$ cat config.mk
export PLATFORM = sky130hd
export DESIGN_NAME = pe_dispatch_flat
export DESIGN_NICKNAME = d
export VERILOG_FILES = /design/src/rtl/cvxif_pkg.sv /design/src/rtl/pe_dispatch_if.sv /design/src/rtl/pe_dispatch.sv /design/src/flat_wrapper.sv
export SDC_FILE = /design/constraint.sdc
export NUM_CORES = 1
export LEC_CHECK = 0
export BUFFER_PORTS_ARGS = -buffer_cell sky130_fd_sc_hd__buf_2
export CAP_MARGIN = 20
export CORE_ASPECT_RATIO = 1.2
export CORE_MARGIN = 3
export CORE_UTILIZATION = 33
export CTS_CLUSTER_DIAMETER = 100
export DETAILED_ROUTE_END_ITERATION = 12
export GPL_TIMING_DRIVEN = 1
export SETUP_SLACK_MARGIN = 0.4
export SLEW_MARGIN = 20
export SYNTH_ARGS = -nofsm -noshare
export SYNTH_HDL_FRONTEND = slang
export SYNTH_SLANG_ARGS = --single-unit
$ cat constraint.sdc
create_clock -name clk_i -period 2.3 [get_ports clk_i]
set_clock_uncertainty 0.1 [all_clocks]
set_input_delay 0.115 -clock clk_i [delete_from_list [all_inputs] [get_ports clk_i]]
set_output_delay 0.115 -clock clk_i [all_outputs]
set_load 0.005 [all_outputs]
$ cat src/rtl/cvxif_pkg.sv
// -----------------------------------------------------------------------------
// cvxif_pkg
// Shared types and defaults for the offload dispatcher (pe_dispatch).
//   state_e  : dispatcher FSM states
//   resp_t   : registered response (id, rd, data, err) returned to the core
//   DEFAULT_TIMEOUT_CYCLES / DEFAULT_ID_WIDTH : parameter defaults
// -----------------------------------------------------------------------------
package cvxif_pkg;

    localparam int unsigned DEFAULT_TIMEOUT_CYCLES = 64;
    localparam int unsigned DEFAULT_ID_WIDTH       = 4;
    // Widest instruction id the response struct can carry.
    localparam int unsigned MAX_ID_WIDTH           = 16;

    typedef enum logic [1:0] {
        StIdle  = 2'd0,
        StStart = 2'd1,
        StWait  = 2'd2,
        StResp  = 2'd3
    } state_e;

    typedef struct packed {
        logic [MAX_ID_WIDTH-1:0] id;
        logic [4:0]              rd;
        logic [31:0]             data;
        logic                    err;
    } resp_t;

endpackage

$ cat src/rtl/pe_dispatch_if.sv
// -----------------------------------------------------------------------------
// pe_dispatch_if
// Core-side issue/result channel of the offload dispatcher.
//   issue_*  : core -> dispatcher (valid/ready handshake, id, rd, rs1, rs2)
//   result_* : dispatcher -> core (valid/ready handshake, id, rd, data, err)
// Signal suffixes (_i/_o) are named from the dispatcher's point of view.
// Modports: master = core side, slave = dispatcher side.
// -----------------------------------------------------------------------------
interface pe_dispatch_if #(
    parameter int unsigned ID_WIDTH = cvxif_pkg::DEFAULT_ID_WIDTH
);

    logic                issue_valid_i;
    logic                issue_ready_o;
    logic [ID_WIDTH-1:0] issue_id_i;
    logic [4:0]          issue_rd_i;
    logic [31:0]         issue_rs1_i;
    logic [31:0]         issue_rs2_i;

    logic                result_valid_o;
    logic                result_ready_i;
    logic [ID_WIDTH-1:0] result_id_o;
    logic [4:0]          result_rd_o;
    logic [31:0]         result_data_o;
    logic                result_err_o;

    modport master (
        output issue_valid_i, issue_id_i, issue_rd_i, issue_rs1_i, issue_rs2_i,
        output result_ready_i,
        input  issue_ready_o,
        input  result_valid_o, result_id_o, result_rd_o, result_data_o, result_err_o
    );

    modport slave (
        input  issue_valid_i, issue_id_i, issue_rd_i, issue_rs1_i, issue_rs2_i,
        input  result_ready_i,
        output issue_ready_o,
        output result_valid_o, result_id_o, result_rd_o, result_data_o, result_err_o
    );

endinterface

$ cat src/rtl/pe_dispatch.sv
// -----------------------------------------------------------------------------
// pe_dispatch
// Accepts one offload instruction at a time from the core, launches the
// processing element (PE) with the image height/width, waits for it to finish
// (bounded by TIMEOUT_CYCLES) and returns a response to the core.
// Ports:
//   clk_i, rst_ni          : clock, asynchronous active-low reset
//   core (slave modport)   : issue and result handshakes toward the core
//   pe_start_o             : one-cycle start pulse to the PE
//   pe_height_o/pe_width_o : dimensions captured at the last accepted issue
//   pe_result_i            : PE result, valid while pe_finished_i is high
//   pe_finished_i          : PE done (only observed while waiting)
//   busy_o                 : high whenever the dispatcher is not idle
// -----------------------------------------------------------------------------
module pe_dispatch
    import cvxif_pkg::*;
#(
    parameter int unsigned TIMEOUT_CYCLES = DEFAULT_TIMEOUT_CYCLES,
    parameter int unsigned ID_WIDTH       = DEFAULT_ID_WIDTH
) (
    input  logic         clk_i,
    input  logic         rst_ni,
    pe_dispatch_if.slave core,
    output logic         pe_start_o,
    output logic [15:0]  pe_height_o,
    output logic [15:0]  pe_width_o,
    input  logic [31:0]  pe_result_i,
    input  logic         pe_finished_i,
    output logic         busy_o
);

    localparam int unsigned      CntW   = $clog2(TIMEOUT_CYCLES);
    localparam logic [CntW-1:0] CntLast = CntW'(TIMEOUT_CYCLES - 1);

    state_e          r_state, w_state_next;
    logic [CntW-1:0] r_cnt, w_cnt_next;
    resp_t           r_resp, w_resp_next;
    logic [15:0]     r_height, w_height_next;
    logic [15:0]     r_width, w_width_next;

    // Only the low halves of the operands carry dimensions.
    logic w_unused_operand;
    assign w_unused_operand = ^{core.issue_rs1_i[31:16], core.issue_rs2_i[31:16]};

    always_ff @(posedge clk_i or negedge rst_ni) begin
        if (!rst_ni) begin
            r_state  <= StIdle;
            r_cnt    <= '0;
            r_resp   <= '0;
            r_height <= '0;
            r_width  <= '0;
        end else begin
            r_state  <= w_state_next;
            r_cnt    <= w_cnt_next;
            r_resp   <= w_resp_next;
            r_height <= w_height_next;
            r_width  <= w_width_next;
        end
    end

    always_comb begin
        w_state_next  = r_state;
        w_cnt_next    = r_cnt;
        w_resp_next   = r_resp;
        w_height_next = r_height;
        w_width_next  = r_width;

        unique case (r_state)
            StIdle: begin
                if (core.issue_valid_i) begin
                    w_resp_next.id   = MAX_ID_WIDTH'(core.issue_id_i);
                    w_resp_next.rd   = core.issue_rd_i;
                    w_resp_next.data = '0;
                    w_height_next    = core.issue_rs1_i[15:0];
                    w_width_next     = core.issue_rs2_i[15:0];
                    if ((core.issue_rs1_i[15:0] != 16'd0) && (core.issue_rs2_i[15:0] != 16'd0)) begin
                        w_resp_next.err = 1'b0;
                        w_state_next    = StStart;
                    end else begin
                        // Degenerate image: answer with an error, never start the PE.
                        w_resp_next.err = 1'b1;
                        w_state_next    = StResp;
                    end
                end
            end
            StStart: begin
                w_cnt_next   = '0;
                w_state_next = StWait;
            end
            StWait: begin
                if (r_cnt != '1) begin
                    w_cnt_next = r_cnt + 1'b1;
                end
                // Finish wins over a timeout landing in the same cycle.
                if (pe_finished_i) begin
                    w_resp_next.data = pe_result_i;
                    w_resp_next.err  = 1'b0;
                    w_state_next     = StResp;
                end else if (r_cnt == CntLast) begin
                    w_resp_next.data = '0;
                    w_resp_next.err  = 1'b1;
                    w_state_next     = StResp;
                end
            end
            StResp: begin
                if (core.result_ready_i) begin
                    w_state_next = StIdle;
                end
            end
            default: begin
                w_state_next = StIdle;
            end
        endcase
    end

    assign core.issue_ready_o  = (r_state == StIdle);
    assign core.result_valid_o = (r_state == StResp);
    assign core.result_id_o    = ID_WIDTH'(r_resp.id);
    assign core.result_rd_o    = r_resp.rd;
    assign core.result_data_o  = r_resp.data;
    assign core.result_err_o   = r_resp.err;

    assign pe_start_o  = (r_state == StStart);
    assign pe_height_o = r_height;
    assign pe_width_o  = r_width;
    assign busy_o      = (r_state != StIdle);

endmodule
$ cat src/flat_wrapper.sv
// flat-port wrapper written by rule: the top's interface ports become plain ports
module pe_dispatch_flat import cvxif_pkg::*;
#(
    parameter int unsigned TIMEOUT_CYCLES = DEFAULT_TIMEOUT_CYCLES,
    parameter int unsigned ID_WIDTH       = DEFAULT_ID_WIDTH
)
  (clk_i, rst_ni, pe_start_o, pe_height_o, pe_width_o, pe_result_i, pe_finished_i, busy_o, core_issue_valid_i, core_issue_id_i, core_issue_rd_i, core_issue_rs1_i, core_issue_rs2_i, core_result_ready_i, core_issue_ready_o, core_result_valid_o, core_result_id_o, core_result_rd_o, core_result_data_o, core_result_err_o);
  pe_dispatch_if #(.ID_WIDTH(ID_WIDTH)) core_i ();
  input  logic clk_i;
  input  logic rst_ni;
  output logic pe_start_o;
  output logic [15:0] pe_height_o;
  output logic [15:0] pe_width_o;
  input  logic [31:0] pe_result_i;
  input  logic pe_finished_i;
  output logic busy_o;
  input wire logic [$bits(core_i.issue_valid_i)-1:0] core_issue_valid_i;
  input wire logic [$bits(core_i.issue_id_i)-1:0] core_issue_id_i;
  input wire logic [$bits(core_i.issue_rd_i)-1:0] core_issue_rd_i;
  input wire logic [$bits(core_i.issue_rs1_i)-1:0] core_issue_rs1_i;
  input wire logic [$bits(core_i.issue_rs2_i)-1:0] core_issue_rs2_i;
  input wire logic [$bits(core_i.result_ready_i)-1:0] core_result_ready_i;
  output wire logic [$bits(core_i.issue_ready_o)-1:0] core_issue_ready_o;
  output wire logic [$bits(core_i.result_valid_o)-1:0] core_result_valid_o;
  output wire logic [$bits(core_i.result_id_o)-1:0] core_result_id_o;
  output wire logic [$bits(core_i.result_rd_o)-1:0] core_result_rd_o;
  output wire logic [$bits(core_i.result_data_o)-1:0] core_result_data_o;
  output wire logic [$bits(core_i.result_err_o)-1:0] core_result_err_o;
  assign core_i.issue_valid_i = core_issue_valid_i;
  assign core_i.issue_id_i = core_issue_id_i;
  assign core_i.issue_rd_i = core_issue_rd_i;
  assign core_i.issue_rs1_i = core_issue_rs1_i;
  assign core_i.issue_rs2_i = core_issue_rs2_i;
  assign core_i.result_ready_i = core_result_ready_i;
  assign core_issue_ready_o = core_i.issue_ready_o;
  assign core_result_valid_o = core_i.result_valid_o;
  assign core_result_id_o = core_i.result_id_o;
  assign core_result_rd_o = core_i.result_rd_o;
  assign core_result_data_o = core_i.result_data_o;
  assign core_result_err_o = core_i.result_err_o;
  pe_dispatch #(.TIMEOUT_CYCLES(TIMEOUT_CYCLES), .ID_WIDTH(ID_WIDTH)) u_core (.clk_i(clk_i), .rst_ni(rst_ni), .core(core_i), .pe_start_o(pe_start_o), .pe_height_o(pe_height_o), .pe_width_o(pe_width_o), .pe_result_i(pe_result_i), .pe_finished_i(pe_finished_i), .busy_o(busy_o));
endmodule
==> reports/qor.csv, run 1 <==
stage;metric;value;unit
floorplanning;initial_core_util;34.77;%
cts;h-tree-depth;3;
synthesis;synth_cell_type_count;28;
drt;ant_nets;0;
power;p_per_area;1247;nW/um^2
sta;fin_tns_setup;0;ns
power;peakVddDrop;0.5555;mV
cts;insertion_delay;0.33;ns
place;placed_area;4569;sq um
final_layout;nets;582;
synthesis;syn-cell-area;3567;sq um
run_status;run_status;completed;
setup_path;critical-path-max-stage-delay;0.37;ns
final_layout;antennaDiodeCount;0;
power;p_leak;2.829;nW
drt;drtPass1Iterations;4;
setup_path;cp_max_fo;6;
setup_path;crit_chain;ha_2 > and2_4 > a21boi_4 > a211oi_4 > buf_4 > buf_4 > mux2_2;
grt;grt_overflow;0;
worst_hold_path;holdCritPathClass;in2reg;
synthesis;synth_top_area_cell;dfrtp_1;
floorplanning;fp.dieH;119.9;microns
synthesis;yosysSeqAreaShare;57.52;%
setup_path;reg2reg_slack;0.40;ns
floorplanning;die_area;12100;sq um
sta;final-hold-violation-count;0;
final_layout;stdcell_area;5354;sq um
drt;avgViaCountPerCell;4.837;
worst_hold_path;hold_path_depth;3;
place;io_buffers;155;
cts;cts_buffer_depth;2;
cts;cts_tree;done;
setup_path;reg2reg_from;u_core.r_cnt[1];
floorplanning;core;10260;sq um
sta;final_max_slew_viol_count;0;
cts;clk_pin_slew;0.06;ns
sta;setup_viol;0;
setup_path;critPathKind;reg2reg;
floorplanning;fp.dieW;100.9;microns
floorplanning;rows;40;
cts;cts-root-buf;clkbuf_16;
setup_path;cp.required;2.41;ns
sta;fmax;526.3;MHz
synthesis;syn_avg_cell_area;13.83;sq um
drt;vias;2878;
setup_path;cp_num_buf_inv;2;
grt;first_global_vias;3116;
setup_path;crit_family;flip-flops;
worst_hold_path;holdCritStartpoint;pe_result_i[16];
sta;maxSlewHeadroom;65.83;%
synthesis;synth_fp_nets;374;
synthesis;syn_inst;258;
drt;wl;9.651;mm
final_layout;drive_gt1_share;57.57;%
setup_path;critPathMostFrequentCell;buf_4;
cts;cts_inserted_buffers;9;
power;p_total;6.677;mW
drt;drt_iter0_markers;48;
flow_run;maxCapViolCount;0;
synthesis;yosys.area.top_type_share;57.52;%
place;place.gp.congestion;0.7250;
setup_path;ff2ff_path_depth;7;
grt;grt_start_max_net_pins;46;
sta;finalCritPeriodShare;82.61;%
setup_path;critPathLaunchType;flop;
setup_path;cpMaxStageDelayCell;dfrtp_1;
place;hpwl;6.448;mm
worst_hold_path;hold_end;u_core.core.result_data_o[16];
synthesis;yosysWarnings;0;
drt;post_drt_wl_per_cell;16.22;microns
grt;antenna_found_initial;0;
grt;grt_usage;16.14;%
synthesis;ys_ff_latch;82;
final_layout;area_growth;50.09;%
synthesis;ys_top_cells_by_area;dfrtp_1 (58%), mux2_2 (22%), and3_1 (5.8%);
grt;grt_pass1_wl;15.50;mm
setup_path;worstPathArrival;2.01;ns
sta;period_minus_slack;1.900;ns
setup_path;r2r-end;u_core.core.result_data_o[18];
cts;clock-sinks;82;
floorplanning;io_pins;188;
sta;worst_pin_slew;0.5125;ns
sta;rsz0062_at_grt;true;
drt;drc;0;
setup_path;end_kind;flop;
-- metal layers --
metal / wire, microns / track usage, % / share of wire [%]
met1: 3923 / 19.21 / 41
met4: 172 / 5.902 / 1.8
met5: 0 / 0 / 0
met3: 906 / 5.058 / 9.4
met2: 4648 / 27.14 / 48
-- layout make-up --
cell class / count / area, sq um
well taps: 126 / 157.7
inverters: 7 / 26.28
clock buffers: 11 / 242.7
fillers: 873 / 4906
multi-input cells: 154 / 1489
clock inverters: 3 / 17.52
flip-flops and latches: 82 / 2052
repair buffers: 212 / 1369
-- worst min-delay path: stages --
cell	delay, ns
buf_2	0.07
and3_1	0.14
mux2_2	0.13
-- registers in the layout, summed over array words and instances (netlist names) --
name and flops:
u_core.core.result_data_o 32, u_core.core.result_err_o 1, u_core.core.result_id_o 4, u_core.core.result_rd_o 5, u_core.pe_height_o 16, u_core.pe_width_o 16
u_core.r_cnt 6, u_core.r_state 2
-- power by group --
| part | internal, mW | total (mW) | switching (mW) |
|---|---|---|---|
| clock | 0.744 | 1.27 | 0.529 |
| sequential | 2.09 | 2.41 | 0.320 |
| combinational | 1.73 | 2.99 | 1.26 |
| total | 4.57 | 6.68 | 2.11 |
-- synthesized netlist by cell type --
master and n:
a211oi_1 1, a211oi_4 1, a21boi_4 1, a21oi_1 3, a221o_1 1, a22o_1 1
a311oi_1 3, a31oi_1 2, and2_2 1, and3_1 33, and3_2 1, and4_1 2
buf_1 4, buf_6 3, clkbuf_1 8, dfrtp_1 82, ha_1 6, inv_1 7
mux2_1 6, mux2_2 69, mux2i_1 2, nand2_1 3, nor2_1 6, nor2b_1 1
nor4_1 8, o31a_1 1, o31ai_1 1, or2_2 1
-- cell families (layout without fill, tap and decap cells) --
| kind of cell | after synthesis | count (layout) | synth area share [%] |
|---|---|---|---|
| flops | 82 | 82 | 57.52 |
| mux | 77 | 77 | 24.24 |
| simple gates | 56 | 56 | 9.401 |
| buf+inv | 22 | 233 | 2.946 |
| compound gates | 15 | 15 | 3.788 |
| fa+ha+maj | 6 | 6 | 2.104 |
-- stage by stage --
stage | utilization (%) | hold slack (ns) | std cells | setup slack [ns]
detailed placement | 44.54 | 0.03339 | 530 | 0.2736
global placement | 44.54 | 0.03225 | 530 | 0.3089
global route | 52.18 | 0.05950 | 595 | 0.3006
finish | 52.18 | 0.06504 | 595 | 0.4000
CTS | 52.16 | 0.04903 | 595 | 0.4013
floorplan | - | -0.2806 | 258 | 0.3399
-- how the worst max path moves through the flow --
stage / cells past startpoint / end / startpoint / slack (ns)
finish: 7 / u_core.core.result_data_o[18] / u_core.r_cnt[1] / 0.40
global route: 7 / u_core.core.result_data_o[25] / u_core.r_cnt[0] / 0.30
CTS: 7 / u_core.core.result_data_o[18] / u_core.r_cnt[1] / 0.40
detailed placement: 7 / u_core.core.result_data_o[12] / u_core.r_state[1] / 0.27
global placement: 7 / u_core.core.result_data_o[13] / u_core.r_state[1] / 0.31
floorplan: 7 / u_core.core.result_data_o[0] / u_core.r_state[0] / 0.34
-- timing repair --
item                                    in CTS  in global routing
cloned                                       1                  0
buffers inserted                             8                  0
hold buffers                                42                  0
endpoints found under the setup margin      33                 33
pin swaps                                    2                  0
endpoints found under the hold margin       78                  0
resized for setup                            5                  1
-- cell usage in the layout (no fill, tap or decap), drive strengths merged, types with 3 or more instances in the layout --
cell type	instances
nand2	3
nor4	8
dlygate4sd3	42
dfrtp	82
nor2	6
and3	34
a311oi	3
inv	7
buf	170
clkbuf	11
ha	6
a21oi	3
mux2	75
Power figures use the tool's default switching activity.
==> run 2: changes to the inputs <==
==> constraint.sdc (replaced) <==
create_clock -name clk_i -period 1.9 [get_ports clk_i]
set_clock_uncertainty 0.1 [all_clocks]
set_input_delay 0.095 -clock clk_i [delete_from_list [all_inputs] [get_ports clk_i]]
set_output_delay 0.095 -clock clk_i [all_outputs]
set_load 0.005 [all_outputs]
==> run 2 against run 1 <==
Maximum frequency up 3.1%. Design area up 12%. Routed wire length increased by 9.8%. Combinational power up 61%. Sequential share of layout area fell by 4.1 points. Sequential power up 23%. Critical path type unchanged. Largest power group unchanged. Final cell count grew 4.9%. Register-to-register slack lost 0.34 ns. Die area unchanged.
==> reports/qor.csv, run 2 (same netlist as run 1, synthesis figures left out) <==
stage;metric;value;unit
grt;antenna_found_initial;0;
grt;met1_usage;21.41;%
cts;clk_pin_slew;0.06;ns
power;p_leak;3.254;nW
drt;drc;0;
setup_path;crit_chain;inv_2 > ha_4 > nor2_1 > a211oi_4 > buf_6 > buf_12 > mux2_2;
cts;cts_buffer_depth;2;
grt;grt_usage;17.62;%
setup_path;cp_max_fo;14;
run_status;run_status;completed;
setup_path;critical-path-max-stage-delay;0.44;ns
final_layout;final_cell_mix;buf_2 (151), dfrtp_1 (81), mux2_4 (54);
final_layout;antennaDiodeCount;0;
final_layout;seqCellArea;2053;sq um
grt;grtUsageMet2;29.41;%
final_layout;nFillCells;833;
floorplanning;fp.dieH;119.9;microns
flow_run;maxCapViolCount;0;
drt;wl;10.60;mm
final_layout;fin_cells;624;
setup_path;cpMaxStageDelayCell;dfrtp_2;
drt;drt_iter0_markers;106;
power;comb_power_share;50.5;%
power;p_sw_share;31.28;%
final_layout;drive_gt1_share;62.05;%
power;p_switching;2.972;mW
final_layout;nets;610;
sta;setup_viol;0;
place;placedCellCount;538;
setup_path;reg2reg_slack;0.06;ns
place;hpwl;6.495;mm
sta;fmax;542.5;MHz
drt;vias;3022;
sta;worst_pin_slew;0.3639;ns
drt;avgViaCountPerCell;4.843;
worst_hold_path;holdCritPathClass;in2reg;
setup_path;critPathLaunchType;flop;
setup_path;cp.required;2.01;ns
sta;rsz0062_at_grt;true;
grt;grt_pass1_wl;16.75;mm
cts;cts_inserted_buffers;9;
drt;ant_nets;0;
power;p_clk_share;18.2;%
power;peakVddDrop;0.6697;mV
setup_path;end_kind;flop;
cts;cts-root-buf;clkbuf_16;
grt;grt_overflow;0;
power;p_int;6.530;mW
floorplanning;core;10260;sq um
power;pwr-share-seq;31.3;%
power;p_per_area;1584;nW/um^2
cts;cts_tree;done;
final_layout;stdcell_area;5998;sq um
final_layout;area_growth;68.15;%
sta;finalCritPeriodShare;97.01;%
grt;first_global_vias;3304;
grt;top_usage_layer;met2;
setup_path;critPathKind;reg2reg;
floorplanning;fp.dieW;100.9;microns
drt;drtPass1Iterations;4;
sta;final-hold-violation-count;0;
cts;h-tree-depth;3;
cts;clock-sinks;82;
floorplanning;rows;40;
grt;use_met3;5.698;%
final_layout;final_common_cell;buf_2;
final_layout;post-route-util;58.46;%
final_layout;multi_input_area;1707;sq um
floorplanning;io_pins;188;
cts;insertion_delay;0.34;ns
sta;maxSlewHeadroom;75.52;%
floorplanning;initial_core_util;34.77;%
sta;period_minus_slack;1.843;ns
grt;grt_start_max_net_pins;66;
drt;post_drt_wl_per_cell;16.98;microns
sta;fin_tns_setup;0;ns
floorplanning;die_area;12100;sq um
place;placed_area;4638;sq um
setup_path;worstPathArrival;1.96;ns
final_layout;largest_reg_flops;32;
place;place.gp.congestion;0.7419;
place;io_buffers;155;
sta;final_max_slew_viol_count;0;
run 2: power groups by stage:
stage | Sequential [mW] | Combinational (mW) | Clock (mW)
2_1_floorplan | 3.00 | 1.98 | 0
3_3_place_gp | 2.90 | 3.33 | 0
3_5_place_dp | 2.95 | 3.38 | 0
4_1_cts | 2.94 | 4.45 | 1.78
5_1_grt | 3.08 | 5.16 | 1.86
6_report | 2.97 | 4.80 | 1.73
run 2: what timing repair did:
item,CTS,global route
buffers inserted,19,6
hold endpoints to repair,123,0
hold buffers,42,0
pin swaps,6,7
gates resized for setup,57,33
gates cloned,4,0
setup endpoints to repair,75,86
run 2: worst paths after layout:
kind                                                  to                          from  cells after the start
setup reg to reg           u_core.core.result_data_o[25]             u_core.r_state[1]                      7
max in group asynchronous              u_core.r_state[1]                        rst_ni                      3
hold / removal             u_core.core.result_data_o[16]               pe_result_i[16]                      3
hold reg to reg             u_core.core.result_data_o[9]  u_core.core.result_data_o[9]                      1
min in group asynchronous  u_core.core.result_data_o[14]                        rst_ni                      2
setup / recovery           u_core.core.result_data_o[25]             u_core.r_state[1]                      7
run 2: critical path, delay by kind of cell (launching register included):
kind,cells,cell delay [ns]
AOI/OAI and AO/OA,1,0.23
adders and majority gates,1,0.16
buffers and inverters,3,0.39
DFF,1,0.44
muxes,1,0.33
and+or+nand+nor,1,0.07
run 2: area by class of cell:
class | instances | area share [%]
Timing Repair Buffer | 240 | 29.29
Sequential cell | 82 | 34.23
Multi-Input combinational cell | 154 | 28.45
Tap cell | 126 | 2.628
Inverter | 7 | 0.5215
Clock inverter | 6 | 1.126
Clock buffer | 9 | 3.755
run 2: metal layers:
metal	up-vias	wire length (microns)
met2	132	5200
met1	1470	4306
met5	-	0
met4	0	166
met3	15	923
li1	1405	-
run 2: stage by stage:
stage	hold WS [ns]	total power, mW	worst slack, ns
floorplan	-0.3006	4.972	-0.05842
global placement	-0.1172	6.235	-0.02805
detailed placement	-0.1136	6.333	-0.06377
CTS	0.01447	9.168	0.04062
global route	0.03150	10.09	-0.01762
finish	0.03134	9.502	0.05679
==> run 3: changes to the inputs <==
--- a/config.mk
+++ b/config.mk
@@ -5,6 +5,7 @@
 export SDC_FILE = /design/constraint.sdc
 export NUM_CORES = 1
 export LEC_CHECK = 0
+export ABC_AREA = 1
 export BUFFER_PORTS_ARGS = -buffer_cell sky130_fd_sc_hd__buf_2
 export CAP_MARGIN = 20
 export CORE_ASPECT_RATIO = 1.2
@@ -13,6 +14,7 @@
 export CTS_CLUSTER_DIAMETER = 100
 export DETAILED_ROUTE_END_ITERATION = 12
 export GPL_TIMING_DRIVEN = 1
+export PLACE_DENSITY = 0.71
 export SETUP_SLACK_MARGIN = 0.4
 export SLEW_MARGIN = 20
 export SYNTH_ARGS = -nofsm -noshare
==> run 3 against run 2 <==
Flip-flop and latch count stayed put. Die area is 0.73% lower. Synthesized cell count is 29% higher. Clock power is 5% higher. Power is 3.1% lower. Critical path type unchanged. Via count is 11% higher. Combinational power is 7.9% lower. Sequential power hardly changed. Maximum frequency is 14% higher. Register-to-register slack better by 0.22 ns. Highest routed layer unchanged. Utilization is 0.17 points lower.
==> reports/qor.csv, run 3 <==
stage;metric;value;unit
run_status;run_status;completed;
setup_path;cpMaxStageDelayCell;dfrtp_1;
sta;fin_tns_setup;0;ns
flow_run;maxCapViolCount;0;
synthesis;syn_avg_cell_area;10.60;sq um
sta;final-hold-violation-count;0;
cts;h-tree-depth;3;
place;placedCellCount;606;
final_layout;stdcell_area;5981;sq um
drt;drtPass1Iterations;4;
setup_path;end_kind;flop;
synthesis;synth_edf_count;0;
final_layout;post-route-util;58.29;%
synthesis;yosysSeqAreaShare;57.97;%
setup_path;critPathKind;reg2reg;
drt;vias;3348;
setup_path;reg2reg_from;u_core.r_state[0];
cts;clock-sinks;82;
floorplanning;initial_core_util;34.50;%
synthesis;syn_inst;334;
final_layout;nFillCells;819;
setup_path;worstPathArrival;1.73;ns
floorplanning;die_area;12010;sq um
final_layout;drive_gt1_share;47.12;%
place;io_buffers;155;
cts;cts_inserted_buffers;9;
cts;insertion_delay;0.33;ns
power;p_leak;2.919;nW
drt;avgViaCountPerCell;4.676;
place;placed_area;4491;sq um
setup_path;crit_end;u_core.core.result_data_o[28];
floorplanning;fp.dieH;119.5;microns
final_layout;nets;701;
synthesis;ys_top_cells_by_area;dfrtp_1 (58%), mux2_2 (13%), nand2_1 (10%);
synthesis;yosysMostFrequentCell;nand2_1;
setup_path;crit_family;flip-flops;
grt;grt_start_max_net_pins;42;
setup_path;critical-path-max-stage-delay;0.37;ns
setup_path;r2r-end;u_core.core.result_data_o[28];
drt;post_drt_wl_per_cell;15.55;microns
setup_path;reg2reg_slack;0.28;ns
drt;ant_nets;0;
setup_path;ff2ff_path_depth;9;
drt;drt_iter0_markers;149;
place;place_ws;0.1217;ns
synthesis;ys_ff_latch;82;
place;hpwl;6.101;mm
floorplanning;fp.dieW;100.5;microns
drt;drc;0;
final_layout;fin_cells;716;
worst_hold_path;holdCritPathClass;in2async;
setup_path;crit_chain;inv_2 > ha_4 > inv_4 > nor2_2 > a21oi_4 > nand2_8 > buf_16 > nand2_1 > o21ai_0;
power;p_per_area;1540;nW/um^2
cts;clk_pin_slew;0.06;ns
synthesis;synth-main-ff-cell;dfrtp_1;
drt;wl;11.13;mm
final_layout;seqCellArea;2053;sq um
place;place.gp.congestion;0.8090;
final_layout;final_cell_mix;buf_2 (153), nand2_1 (85), dfrtp_1 (81);
setup_path;critPathLaunchType;flop;
final_layout;final_common_cell;buf_2;
grt;first_global_vias;3403;
grt;antenna_found_initial;0;
final_layout;area_growth;68.96;%
final_layout;antennaDiodeCount;0;
synthesis;yosysWarnings;0;
sta;finalCritPeriodShare;85.35;%
grt;grt_overflow;0;
grt;grt_usage;17.63;%
sta;maxSlewHeadroom;71.69;%
sta;final_max_slew_viol_count;0;
cts;cts_tree;done;
floorplanning;rows;40;
sta;fmax;616.7;MHz
setup_path;cp_max_fo;16;
setup_path;cp-startpoint;u_core.r_state[0];
final_layout;multi_input_area;1468;sq um
setup_path;crit_cells;9;
sta;period_minus_slack;1.622;ns
synthesis;synth_top_area_cell;dfrtp_1;
final_layout;largest_reg_flops;32;
setup_path;cp.required;2.01;ns
sta;rsz0062_at_grt;true;
floorplanning;io_pins;188;
grt;grt_pass1_wl;16.62;mm
synthesis;synth_cell_type_count;21;
setup_path;cp_num_buf_inv;3;
cts;cts_buffer_depth;2;
sta;setup_viol;0;
synthesis;synth-async-reset-ratio;100.0;%
synthesis;syn-cell-area;3540;sq um
floorplanning;core;10260;sq um
synthesis;synth_fp_nets;450;
cts;cts-root-buf;clkbuf_16;
sta;worst_pin_slew;0.4246;ns
synthesis;yosys.area.top_type_share;57.97;%
power;peakVddDrop;1.069;mV
sta;layout_setup_ws;0.2784;ns
synthesis;yosys-top-cells-count;nand2_1 (95), dfrtp_1 (82), mux2_2 (41);
[run 3: what timing repair did]
action | CTS | global route
resized for setup | 26 | 17
gates cloned | 5 | 5
endpoints found under the hold margin | 138 | 0
hold buffers | 74 | 0
pin swaps | 4 | 3
setup endpoints to repair | 76 | 83
buffers inserted | 10 | 0
[run 3: final cells by class]
cell class / instances / area share, %
inverter: 14 / 1.004
multi-input combinational: 224 / 24.54
timing repair buffer: 254 / 32.28
clock buffer: 11 / 3.891
sequential: 82 / 34.33
clock inverter: 5 / 1.318
tap: 126 / 2.636
[run 3: cells by family (layout without fill, tap and decap cells)]
kind of cell,count (synthesis),count (layout),synth area share (%)
AND/OR/NAND/NOR,129,129,14.17
buffers and inverters,28,284,4.312
adder cells (fa/ha/maj),6,6,2.121
AO/OA/AOI/OAI,47,47,8.130
flip-flops,82,82,57.97
XOR/XNOR,1,1,0.2475
multiplexers,41,41,13.04
[run 3: worst min path at each step]
stage | slack (ns) | endpoint | cells after the start | start
5_1_grt | 0.17 | u_core.pe_height_o[5] | 2 | rst_ni
2_1_floorplan | -0.30 | u_core.core.result_data_o[0] | 0 | rst_ni
3_3_place_gp | -0.04 | u_core.pe_height_o[5] | 1 | rst_ni
4_1_cts | 0.14 | u_core.pe_height_o[5] | 2 | rst_ni
3_5_place_dp | -0.04 | u_core.pe_height_o[5] | 1 | rst_ni
6_report | 0.13 | u_core.pe_height_o[5] | 2 | rst_ni
[run 3: routing by layer]
| layer | wire length (microns) | vias to the layer above | global-route usage, % |
|---|---|---|---|
| met5 | 0 | - | 0 |
| met4 | 232 | 0 | 7.666 |
| met3 | 553 | 24 | 3.632 |
| met2 | 5911 | 129 | 31.59 |
| met1 | 4437 | 1600 | 19.86 |
| li1 | - | 1595 | - |
[run 3: stage by stage]
| stage | hold WS (ns) | power, mW |
|---|---|---|
| after CTS | 0.1428 | 9.002 |
| after floorplan | -0.3006 | 4.837 |
| after global routing | 0.1699 | 9.825 |
| final | 0.1341 | 9.210 |
| after global placement | -0.04425 | 5.887 |
| after detailed placement | -0.03663 | 6.013 |
[run 3: power breakdown]
part / internal (mW) / leakage, nW / switching (mW)
Clock: 1.15 / 0.153 / 0.671
Sequential: 2.53 / 1.04 / 0.438
Combinational: 2.35 / 1.73 / 2.07
